--- config.mk ---
export PLATFORM = sky130hd
export DESIGN_NAME = palette_lut_pipe
export DESIGN_NICKNAME = d
export VERILOG_FILES = /design/src/rtl/palette_lut_pipe.sv
export SDC_FILE = /design/constraint.sdc
export NUM_CORES = 1
export LEC_CHECK = 0
export BUFFER_PORTS_ARGS = -buffer_cell sky130_fd_sc_hd__buf_2
export CAP_MARGIN = 20
export CORE_MARGIN = 2
export CORE_UTILIZATION = 30
export CTS_BUF_LIST = sky130_fd_sc_hd__clkbuf_2 sky130_fd_sc_hd__clkbuf_4 sky130_fd_sc_hd__clkbuf_8
export DETAILED_ROUTE_END_ITERATION = 7
export HOLD_SLACK_MARGIN = 0.02
export MAX_ROUTING_LAYER = met4
export PLACE_DENSITY_LB_ADDON = 0.2
export SKIP_LAST_GASP = 1
export SYNTH_ARGS = -nofsm -noshare
export SYNTH_HDL_FRONTEND = slang
export SYNTH_SLANG_ARGS = --single-unit
export TNS_END_PERCENT = 50
--- constraint.sdc ---
create_clock -name clk -period 4.85 [get_ports clk]
set_input_delay 0.7275 -clock clk [delete_from_list [all_inputs] [get_ports clk]]
set_output_delay 0.7275 -clock clk [all_outputs]
set_load 0.01 [all_outputs]
--- src/rtl/palette_lut_pipe.sv ---
// palette_lut_pipe: run-time programmable colour palette lookup.
// Maps a colour index to a packed {R,G,B} word through a registered
// valid/ready pipeline: S1 holds the index and S2 holds the looked-up colour.
// The palette is a flop array. On reset it loads the primary/secondary colour
// set into entries 0..7 and clears every other entry.
// Writes are never blocked by back-pressure. A write to the address that S2 is
// capturing on the same edge is forwarded into S2.
// Optional feature macro PALETTE_BRIGHT_EN: adds stage S3, which scales each
// channel by (bright+1)/2**CH_W. When the macro is undefined, bright is ignored.

module palette_lut_pipe #(
   parameter int ADDR_W = 3,
   parameter int CH_W   = 8
) (
   input  logic                clk,
   input  logic                rst_n,
   input  logic                in_valid,
   output logic                in_ready,
   input  logic [ADDR_W-1:0]   in_index,
   output logic                out_valid,
   input  logic                out_ready,
   output logic [3*CH_W-1:0]   out_rgb,
   input  logic                wr_en,
   input  logic [ADDR_W-1:0]   wr_addr,
   input  logic [3*CH_W-1:0]   wr_data,
   input  logic [CH_W-1:0]     bright
);

   localparam int DATA_W = 3 * CH_W;
   localparam int DEPTH  = 1 << ADDR_W;

   logic [DATA_W-1:0] palette [DEPTH];
   logic              advance;
   logic              s1_valid;
   logic [ADDR_W-1:0] s1_index;
   logic              s2_valid;
   logic [DATA_W-1:0] s2_rgb;
   logic [DATA_W-1:0] lookup;

   // Entries 0..7: index bits {2,1,0} select full-scale {R,G,B}; higher entries are black
   function automatic logic [DATA_W-1:0] default_entry(input int idx);
      logic [DATA_W-1:0] e;
      e = '0;
      if (idx < 8) begin
         e = {{CH_W{idx[2]}}, {CH_W{idx[1]}}, {CH_W{idx[0]}}};
      end
      return e;
   endfunction

   // The whole pipeline moves as one; a held result at the output freezes every stage
   assign advance  = ~out_valid | out_ready;
   assign in_ready = advance;

   // Palette storage: reset to the default colours, then rewritten by the write port
   always_ff @(posedge clk or negedge rst_n) begin
      if (!rst_n) begin
         for (int i = 0; i < DEPTH; i++) begin
            palette[i] <= default_entry(i);
         end
      end else if (wr_en) begin
         palette[wr_addr] <= wr_data;
      end
   end

   // Read with write-first forwarding so S2 never captures a stale entry
   always_comb begin
      lookup = palette[s1_index];
      if (wr_en && (wr_addr == s1_index)) begin
         lookup = wr_data;
      end
   end

   // S1 captures the request; bubbles travel as valid=0
   always_ff @(posedge clk or negedge rst_n) begin
      if (!rst_n) begin
         s1_valid <= 1'b0;
         s1_index <= '0;
      end else if (advance) begin
         s1_valid <= in_valid;
         s1_index <= in_index;
      end
   end

   // S2 captures the colour; while stalled it keeps the value it already captured
   always_ff @(posedge clk or negedge rst_n) begin
      if (!rst_n) begin
         s2_valid <= 1'b0;
         s2_rgb   <= '0;
      end else if (advance) begin
         s2_valid <= s1_valid;
         s2_rgb   <= lookup;
      end
   end

`ifdef PALETTE_BRIGHT_EN
   logic              s3_valid;
   logic [DATA_W-1:0] s3_rgb;

   // One channel scaled by (b+1) at double width, then the top CH_W bits are kept
   function automatic logic [CH_W-1:0] scale_ch(input logic [CH_W-1:0] ch,
                                                input logic [CH_W-1:0] b);
      logic [2*CH_W-1:0] prod;
      prod = (2*CH_W)'(ch) * ((2*CH_W)'(b) + (2*CH_W)'(1));
      return CH_W'(prod >> CH_W);
   endfunction

   // All three channels scaled by the same factor
   function automatic logic [DATA_W-1:0] scale_rgb(input logic [DATA_W-1:0] rgb,
                                                   input logic [CH_W-1:0] b);
      logic [DATA_W-1:0] r;
      r = '0;
      for (int c = 0; c < 3; c++) begin
         r[c*CH_W +: CH_W] = scale_ch(rgb[c*CH_W +: CH_W], b);
      end
      return r;
   endfunction

   // S3 applies brightness, with bright sampled on the same advance as the data
   always_ff @(posedge clk or negedge rst_n) begin
      if (!rst_n) begin
         s3_valid <= 1'b0;
         s3_rgb   <= '0;
      end else if (advance) begin
         s3_valid <= s2_valid;
         s3_rgb   <= scale_rgb(s2_rgb, bright);
      end
   end

   assign out_valid = s3_valid;
   assign out_rgb   = s3_rgb;
`else
   logic unused_bright;

   assign unused_bright = ^bright;
   assign out_valid     = s2_valid;
   assign out_rgb       = s2_rgb;
`endif

endmodule
==> results of run 1 <==
==> critical path, delay by kind of cell (launching register included) <==
kind                   cells  cell delay (ns)
buffers and inverters      3             1.18
AO/OA/AOI/OAI              1             0.25
AND/OR/NAND/NOR            2             0.76
flip-flops                 1             0.34
==> layout make-up <==
cell class | instances | area, sq um
Antenna cell | 1 | 2.50
Clock buffer | 68 | 836
Clock inverter | 1 | 5.00
Fill cell | 3114 | 21100
Inverter | 6 | 22.5
Multi-Input combinational cell | 363 | 4040
Sequential cell | 221 | 5660
Tap cell | 442 | 553
Timing Repair Buffer | 75 | 434
==> state kept, by name (all words and copies together), names as in the netlist <==
| name | cells |
|---|---|
| s1_valid | 1 |
| s1_index | 3 |
| out_valid | 1 |
| out_rgb | 24 |
| palette | 192 |
==> synth_stat cells, drive strengths merged <==
cell type,number
dfstp,96
nand2b,3
a41oi,1
mux2,172
nand4,2
xnor2,3
o221ai,5
nand2,58
inv,5
nor3,2
dfrtp,125
buf,36
o221a,19
nor2b,1
mux4,48
mux2i,24
o21ai,20
clkinv,1
clkbuf,9
nand4b,3
nor3b,2
==> power by group <==
group	switching (mW)	internal (mW)
Sequential	0.240	2.40
Clock	0.735	1.07
Combinational	0.476	0.651
==> kinds of logic (layout without fill, tap and decap cells) <==
family | after synthesis | after routing
XOR/XNOR | 3 | 3
AND/OR/NAND/NOR | 71 | 71
AO/OA/AOI/OAI | 45 | 45
buffers and inverters | 51 | 150
multiplexers | 244 | 244
flip-flops | 221 | 221
other | 0 | 1
==> how the worst max path moves through the flow <==
stage,slack [ns],depth (start not counted),endpoint,startpoint
final,2.25,6,out_rgb[3]$_DFFE_PN0P_,out_valid$_DFFE_PN0P_
after global routing,2.08,6,out_rgb[0]$_DFFE_PN0P_,out_valid$_DFFE_PN0P_
after CTS,2.12,6,out_rgb[3]$_DFFE_PN0P_,out_valid$_DFFE_PN0P_
after detailed placement,1.68,7,out_rgb[3]$_DFFE_PN0P_,out_ready
after global placement,1.72,7,out_rgb[6]$_DFFE_PN0P_,out_ready
after floorplan,2.84,3,in_ready,out_ready
==> routing by layer <==
layer	GRT usage, %	vias to the layer above	wire length, um
li1	-	2505	-
met1	18.9	3103	11100
met2	23.5	109	11800
met3	2.54	36	870
met4	4.83	0	518
met5	-	-	0
==> metrics by stage <==
| step | hold slack, ns | worst slack, ns | utilization (%) | std cells | power (mW) |
|---|---|---|---|---|---|
| final | 0.303 | 2.25 | 35.4 | 1177 | 5.58 |
| after CTS | 0.334 | 2.12 | 35.4 | 1176 | 5.68 |
| after floorplan | 0.430 | 2.84 | - | 635 | 3.43 |
| after global routing | 0.360 | 2.08 | 35.4 | 1177 | 5.90 |
| after global placement | 0.444 | 1.72 | 32.8 | 1107 | 3.74 |
| after detailed placement | 0.461 | 1.68 | 32.8 | 1107 | 3.83 |
==> run summary, run 1 <==
Vias in the first global route: 6603
Nets@finish: 748
Cell area after layout: 0.0115 sq mm
Synth Area in Adders: 0%
Max_slew headroom: 38.6%
CP dominant cell by count: buf_4
Input/output buffers: 60
Core ar.: 0.0326 sq mm
CTS resizes: 0
Max cap viols: 0
Share of the synthesized area in the top cell type: 31.3%
Post-synth net total: 678
Final slew viol count: 0
GR Overflow Total: 0
Drt drc: 0
TritonCTS clock tree: built
Mux share of post-synthesis cell area: 32.8%
Crit path arrival time: 3.05 ns
DR pass1 iterations: 5
Clock skew: 0.0242 ns
Via-per-instance ratio: 4.89
TritonCTS Buffers: 38
Largest family of logic cells by synthesized area: multiplexers
Post-Synth XOR/XNOR Area: 0.263%
Total GRT Usage: 14.7%
Root buffer cell: clkbuf_8
Area Overhead vs Synth: 15.7%
Clk buf depth: 3
Crit path max fanout: 19
Power density over the cells: 483 mW/mm^2
Reg2Reg Setup Slack: 2.25 ns
Leakage power: 4.75 nW
Register area share after synthesis: 56.6%
#FFs+latches synth: 221
Fin crit period: 2.60 ns
Simple-gate share of the synthesized area: 3.35%
Largest net degree at the start of global routing: 114
Post-Route WL: 24300 um
Crit path capture type: register
Routed len/inst: 20.6 um
Compound-Gate Fraction of Synth Area: 3.75%
Commonest non-fill, non-tap cell in the layout: mux2_2
Die Ht: 186 um
Syn avg cell area: 15.7 sq um
Final hold vios: 0
R2R depth: 6
Total negative slack: 0 ns
Hold WC Path Type: input pin to asynchronous set/reset pin
Worst-Skew Late Latency: 0.53 ns
Crit-path max cell delay: 0.44 ns
Setup bufs post-CTS: 0
Area after DPL: 0.0107 sq mm
H-tree Lvls: 2
Worst R2R End: out_rgb[3]$_DFFE_PN0P_
Commonest cells after routing, fill and taps aside: mux2_2, dfrtp_1, dfstp_2, buf_2, nand2_1
Global-route wire length before repair: 38300 um
Gate Count Post-Synth: 635
Unrepaired setup endpoints after global routing: false
DRT antenna net count: 0
Post-Synthesis Cell Area: 0.00998 sq mm
Die Area: 0.0347 sq mm
# setup viols final: 0
Share of cells above drive strength 1: 64.6%
Fmax: 385 MHz
Crit share post-route: 53.6%
Die W: 186 um
Reg clk slew, reported paths: 0.06 ns
Initial antenna violation count: 1
Cell variety after synth: 27
Hold-fix buffers at CTS: 0
Largest area contributor in the netlist: dfrtp_1
GPL Wtd Cong: 0.731
Synth top area cells: dfrtp_1, dfstp_2, mux2_2
RR Startpoint: out_valid$_DFFE_PN0P_
# IOs: 69
Slowest cell on crit path: nand2b_1
Final HPWL DP: 13900 um
Clock sink count: 221
Startpoint Class: register
WP data required: 5.30 ns
Synth Warn #: 0
Initial DRC count: 347
Max rail drop VDD: 0.000132 V
Worst-margin pin slew: 0.919 ns
Starting density of the core: 30.6%
CP cell instances: nor2b_1, clkinv_1, buf_4, nand2b_1, buf_4, o221a_2
Status: complete, no violations
Kind of critical path: register to register
Row Count: 66
Via count: 5753
No activity file was read; power rests on OpenSTA's default activity.
==> run 2: changes to the inputs <==
Settings changed: ABC_AREA from default to 1.
Clock period 4.85 ns to 2.4 ns, I/O delays scaled along.
==> run summary, run 2 <==
Dpl ws: 0.528 ns
Die W: 189 um
Cell area after layout: 0.0120 sq mm
Instance count on the critical path: 8
Drt drc: 0
CP dominant cell by count: nand2_1
DRT antenna net count: 0
Worst-Skew Late Latency: 0.54 ns
Area after DPL: 0.0111 sq mm
Fmax: 536 MHz
H-tree Lvls: 2
Post-Route WL: 30800 um
Core ar.: 0.0336 sq mm
Kind of critical path: register to register
Gate Count Post-Synth: 1279
Ys flop type: dfrtp_1
Final HPWL DP: 17800 um
Initial DRC count: 615
CP delay by family, top: simple AND/OR/NAND/NOR gates
Share of cells above drive strength 1: 21.5%
TritonCTS Buffers: 41
Clk buf depth: 3
Most flops, register: palette
GR Overflow Total: 0
CP cell instances: buf_12, nand2_1, nand2_1, nor2_4, nand2_4, clkinv_4, nor2_1, o21ai_2
Post-route setup slack: 0.535 ns
Commonest cells after routing, fill and taps aside: nand2_1, o21ai_0, nand3_1, dfrtp_1, dfstp_2
WHS Endpoint: palette[4]$_DFFE_PN1P_
Cell variety after synth: 19
Max reg flops: 192
Post-Synthesis Cell Area: 0.0103 sq mm
Hold-fix buffers at CTS: 2
Power density over the cells: 935 mW/mm^2
Input/output buffers: 60
Crit-path max cell delay: 0.41 ns
Crit path capture type: register
Unrepaired setup endpoints after global routing: false
Status: complete, no violations
DR pass1 iterations: 5
Nets@finish: 1373
Bufs and invs on worst path: 2
Routed len/inst: 17.0 um
Hold Path Stages: 3
Starting density of the core: 30.5%
FILL cells: 3571
WP data required: 2.82 ns
Largest area contributor in the netlist: dfrtp_1
# setup viols final: 0
Synth Warn #: 0
Crit path max fanout: 97
Reg clk slew, reported paths: 0.06 ns
Die Ht: 189 um
Register area share after synthesis: 55.0%
# IOs: 69
Final slew viol count: 0
Die Area: 0.0357 sq mm
Share of the synthesized area in the top cell type: 30.5%
Fin crit period: 1.86 ns
Most frequent cell after synthesis: nand2_1
#FFs+latches synth: 221
Reg2Reg Setup Slack: 0.54 ns
Worst-margin pin slew: 0.598 ns
Largest net degree at the start of global routing: 98
CTS resizes: 0
Area Overhead vs Synth: 17.1%
Total GRT Usage: 18.3%
Syn avg cell area: 8.03 sq um
Post-synth net total: 1322
Commonest non-fill, non-tap cell in the layout: nand2_1
Setup bufs post-CTS: 0
Via count: 8525
Slowest cell on crit path: buf_12
Synth top area cells: dfrtp_1, dfstp_2, nand2_1
Worst R2R End: out_rgb[21]$_DFFE_PN0P_
Row Count: 67
R2R depth: 8
Via-per-instance ratio: 4.71
Global-route wire length before repair: 49400 um
Startpoint Class: register
Final hold vios: 0
Crit share post-route: 77.7%
TritonCTS clock tree: built
GPL Wtd Cong: 0.735
Clock skew: 0.0127 ns
Critical hold path startpoint: wr_data[4]
Clock sink count: 221
Commonest cells post-synth: nand2_1, o21ai_0, nand3_1
Leakage power: 5.68 nW
Post-synth EDFFs: 0
Max rail drop VDD: 0.000405 V
Crit path arrival time: 2.29 ns
Max_slew headroom: 60.0%
Root buffer cell: clkbuf_8
Vias in the first global route: 8442
Total negative slack: 0 ns
Max cap viols: 0
RR Startpoint: s1_index[0]$_DFFE_PN0P_
Initial antenna violation count: 2
FFs w/ async S/R, synth: 100%
Hold WC Path Type: input pin to register
run 2: cell families after synthesis:
group           share of synthesized area [%]
flops                                    55.0
compound gates                           11.1
simple gates                             27.1
buf+inv                                  6.76
run 2: through the flow:
stage / utilization (%) / cells / total power, mW / hold slack (ns)
after global placement: 33.0 / 1733 / 7.40 / 0.354
after global routing: 35.8 / 1811 / 12.0 / 0.0611
after detailed placement: 33.0 / 1733 / 7.45 / 0.350
after CTS: 35.7 / 1809 / 11.4 / 0.0441
after floorplan: - / 1279 / 6.61 / 0.0644
final: 35.8 / 1811 / 11.2 / 0.0674
run 2: per-layer routing:
metal / wire length (um) / global-route usage [%] / vias up
met4: 552 / 4.81 / 0
met2: 13700 / 28.2 / 175
met5: 0 / - / -
met3: 1520 / 3.06 / 44
li1: - / - / 4219
met1: 15000 / 25.0 / 4087
run 2: worst max-delay path by stage:
stage / start / endpoint / slack (ns)
final: s1_index[0]$_DFFE_PN0P_ / out_rgb[21]$_DFFE_PN0P_ / 0.54
after floorplan: out_valid$_DFFE_PN0P_ / in_ready / 0.91
after CTS: s1_index[0]$_DFFE_PN0P_ / out_rgb[21]$_DFFE_PN0P_ / 0.51
after global placement: s1_index[0]$_DFFE_PN0P_ / out_rgb[13]$_DFFE_PN0P_ / 0.57
after global routing: s1_index[0]$_DFFE_PN0P_ / out_rgb[7]$_DFFE_PN0P_ / 0.38
after detailed placement: s1_index[0]$_DFFE_PN0P_ / out_rgb[21]$_DFFE_PN0P_ / 0.53
run 2: power by group:
part	switching [mW]	leakage, nW	internal, mW
Sequential	0.408	2.57	4.71
Clock	1.59	0.477	2.28
Combinational	1.43	2.63	0.823
Total	3.43	5.68	7.81
run 2: worst register-to-register path: stages, from the launching register on:
cell and delay, ns:
dfrtp_2 0.39, buf_12 0.41, nand2_1 0.12, nand2_1 0.13, nor2_4 0.06, nand2_4 0.12, clkinv_4 0.23, nor2_1 0.25
o21ai_2 0.06
run 2: area by class of cell:
class                   instances  area (sq um)  area share (%)
well taps                     448           561            4.66
clock buffers                  71           877            7.30
multi-input cells             899          3950            32.9
inverters                      71           272            2.26
flip-flops and latches        221          5650            47.0
repair buffers                 96           686            5.70
clock inverters                 3          17.5           0.146
diodes                          2          5.00          0.0416
==> run 3: changes to the inputs <==
Clock period 2.4 ns to 1.8 ns, I/O delays scaled along.
==> run summary, run 3 (synthesis gave the netlist of run 2 again) <==
Critical hold path startpoint: in_index[0]
Unrepaired setup endpoints after global routing: false
Total GRT Usage: 18.2%
Max_slew headroom: 63.1%
Most flops, register: palette
Vias in the first global route: 8517
Reg2Reg Setup Slack: 0.22 ns
Cell area after layout: 0.0122 sq mm
Final HPWL DP: 18200 um
Crit path arrival time: 1.32 ns
Initial DRC count: 604
Commonest non-fill, non-tap cell in the layout: nand2_1
Fmax: 628 MHz
Die Area: 0.0357 sq mm
Crit share post-route: 88.4%
GPL Wtd Cong: 0.748
Area after DPL: 0.0112 sq mm
R2R depth: 7
WP data required: 1.53 ns
Reg clk slew, reported paths: 0.06 ns
Status: complete, no violations
Worst setup endpoint: in_ready
Crit-path max cell delay: 0.34 ns
Routed len/inst: 16.6 um
Clk buf depth: 3
Slowest cell on crit path: dfrtp_1
DRT antenna net count: 0
Final hold vios: 0
Worst R2R End: out_rgb[11]$_DFFE_PN0P_
Final slew viol count: 0
Initial antenna violation count: 1
Nets@finish: 1392
CP cell instances: inv_1, nor2_2, clkinvlp_4, buf_2
TritonCTS clock tree: built
Worst-Skew Late Latency: 0.55 ns
Share of cells above drive strength 1: 22.2%
Via count: 8537
TritonCTS Buffers: 40
Die W: 189 um
Crit. Startpoint: out_valid$_DFFE_PN0P_
Starting density of the core: 30.5%
Max cap viols: 0
Crit path capture type: primary output
Via-per-instance ratio: 4.67
Clock skew: 0.0159 ns
Row Count: 67
Global-route wire length before repair: 49300 um
Startpoint Class: register
Max rail drop VDD: 0.000452 V
Fin crit period: 1.59 ns
Kind of critical path: register to primary output
Die Ht: 189 um
Input/output buffers: 60
DR pass1 iterations: 5
Leakage power: 5.76 nW
Commonest cells after routing, fill and taps aside: nand2_1, o21ai_0, nand3_1, dfrtp_1, dfstp_2
RR Startpoint: s1_index[2]$_DFFE_PN0P_
# setup viols final: 0
# IOs: 69
Hold WC Path Type: input pin to register
Instance count on the critical path: 4
Crit path max fanout: 2
Power density over the cells: 1220 mW/mm^2
Post-Route WL: 30400 um
Core ar.: 0.0336 sq mm
H-tree Lvls: 2
Root buffer cell: clkbuf_8
Bufs and invs on worst path: 3
FILL cells: 3590
Worst-margin pin slew: 0.554 ns
Largest net degree at the start of global routing: 74
Clock sink count: 221
Drt drc: 0
Total negative slack: 0 ns
Area Overhead vs Synth: 18.6%
CP delay by family, top: flip-flops
Max reg flops: 192
GR Overflow Total: 0
Hold WS: 0.0709 ns
-- run 3: per-layer routing --
metal,global-route usage (%),share of wire [%]
met5,-,0
met4,4.90,1.9
met3,2.84,4.3
met2,28.2,45
met1,24.9,48
-- run 3: cell type report --
class,instances,area (sq um),share of cell area (%)
Sequential cell,221,5650,46.4
Multi-Input combinational cell,899,3950,32.4
Timing Repair Buffer,116,863,7.09
Clock buffer,70,851,6.99
Tap cell,448,561,4.60
Inverter,71,275,2.26
Clock inverter,3,18.8,0.154
Antenna cell,1,2.50,0.0206
-- run 3: worst register-to-register path, delay by kind of cell (launching register included) --
family | cells | cell delay, ns
flops | 1 | 0.42
simple gates | 5 | 0.69
compound gates | 1 | 0.16
buf+inv | 1 | 0.22
-- run 3: per-stage QoR --
step	cells	util, %	setup WS, ns	total power, mW
2_1_floorplan	1279	-	0.395	8.81
3_3_place_gp	1746	33.3	0.198	9.89
3_5_place_dp	1746	33.3	0.200	9.95
4_1_cts	1828	36.2	0.164	15.1
5_1_grt	1829	36.2	0.0702	15.9
6_report	1829	36.2	0.209	14.9
-- run 3: worst min-delay path by stage --
stage,depth (start not counted),to,slack [ns]
CTS,3,s1_index[0]$_DFFE_PN0P_,0.03
detailed placement,1,out_rgb[7]$_DFFE_PN0P_,0.23
finish,3,s1_index[0]$_DFFE_PN0P_,0.07
floorplan,0,out_rgb[0]$_DFFE_PN0P_,-0.03
global placement,1,out_rgb[7]$_DFFE_PN0P_,0.23
global route,3,s1_index[0]$_DFFE_PN0P_,0.06
-- run 3: power breakdown --
part | switching [mW] | total, mW | internal, mW
Combinational | 1.90 | 3.03 | 1.13
Sequential | 0.540 | 6.82 | 6.28
Clock | 2.10 | 5.05 | 2.96
Total | 4.53 | 14.9 | 10.4
-- run 3: repair_timing --
| item | CTS | global route |
|---|---|---|
| resized for setup | 1 | 0 |
| hold endpoints to repair | 85 | 0 |
| hold buffers | 8 | 0 |
| setup endpoints to repair | 1 | 0 |
| setup buffers | 1 | 0 |
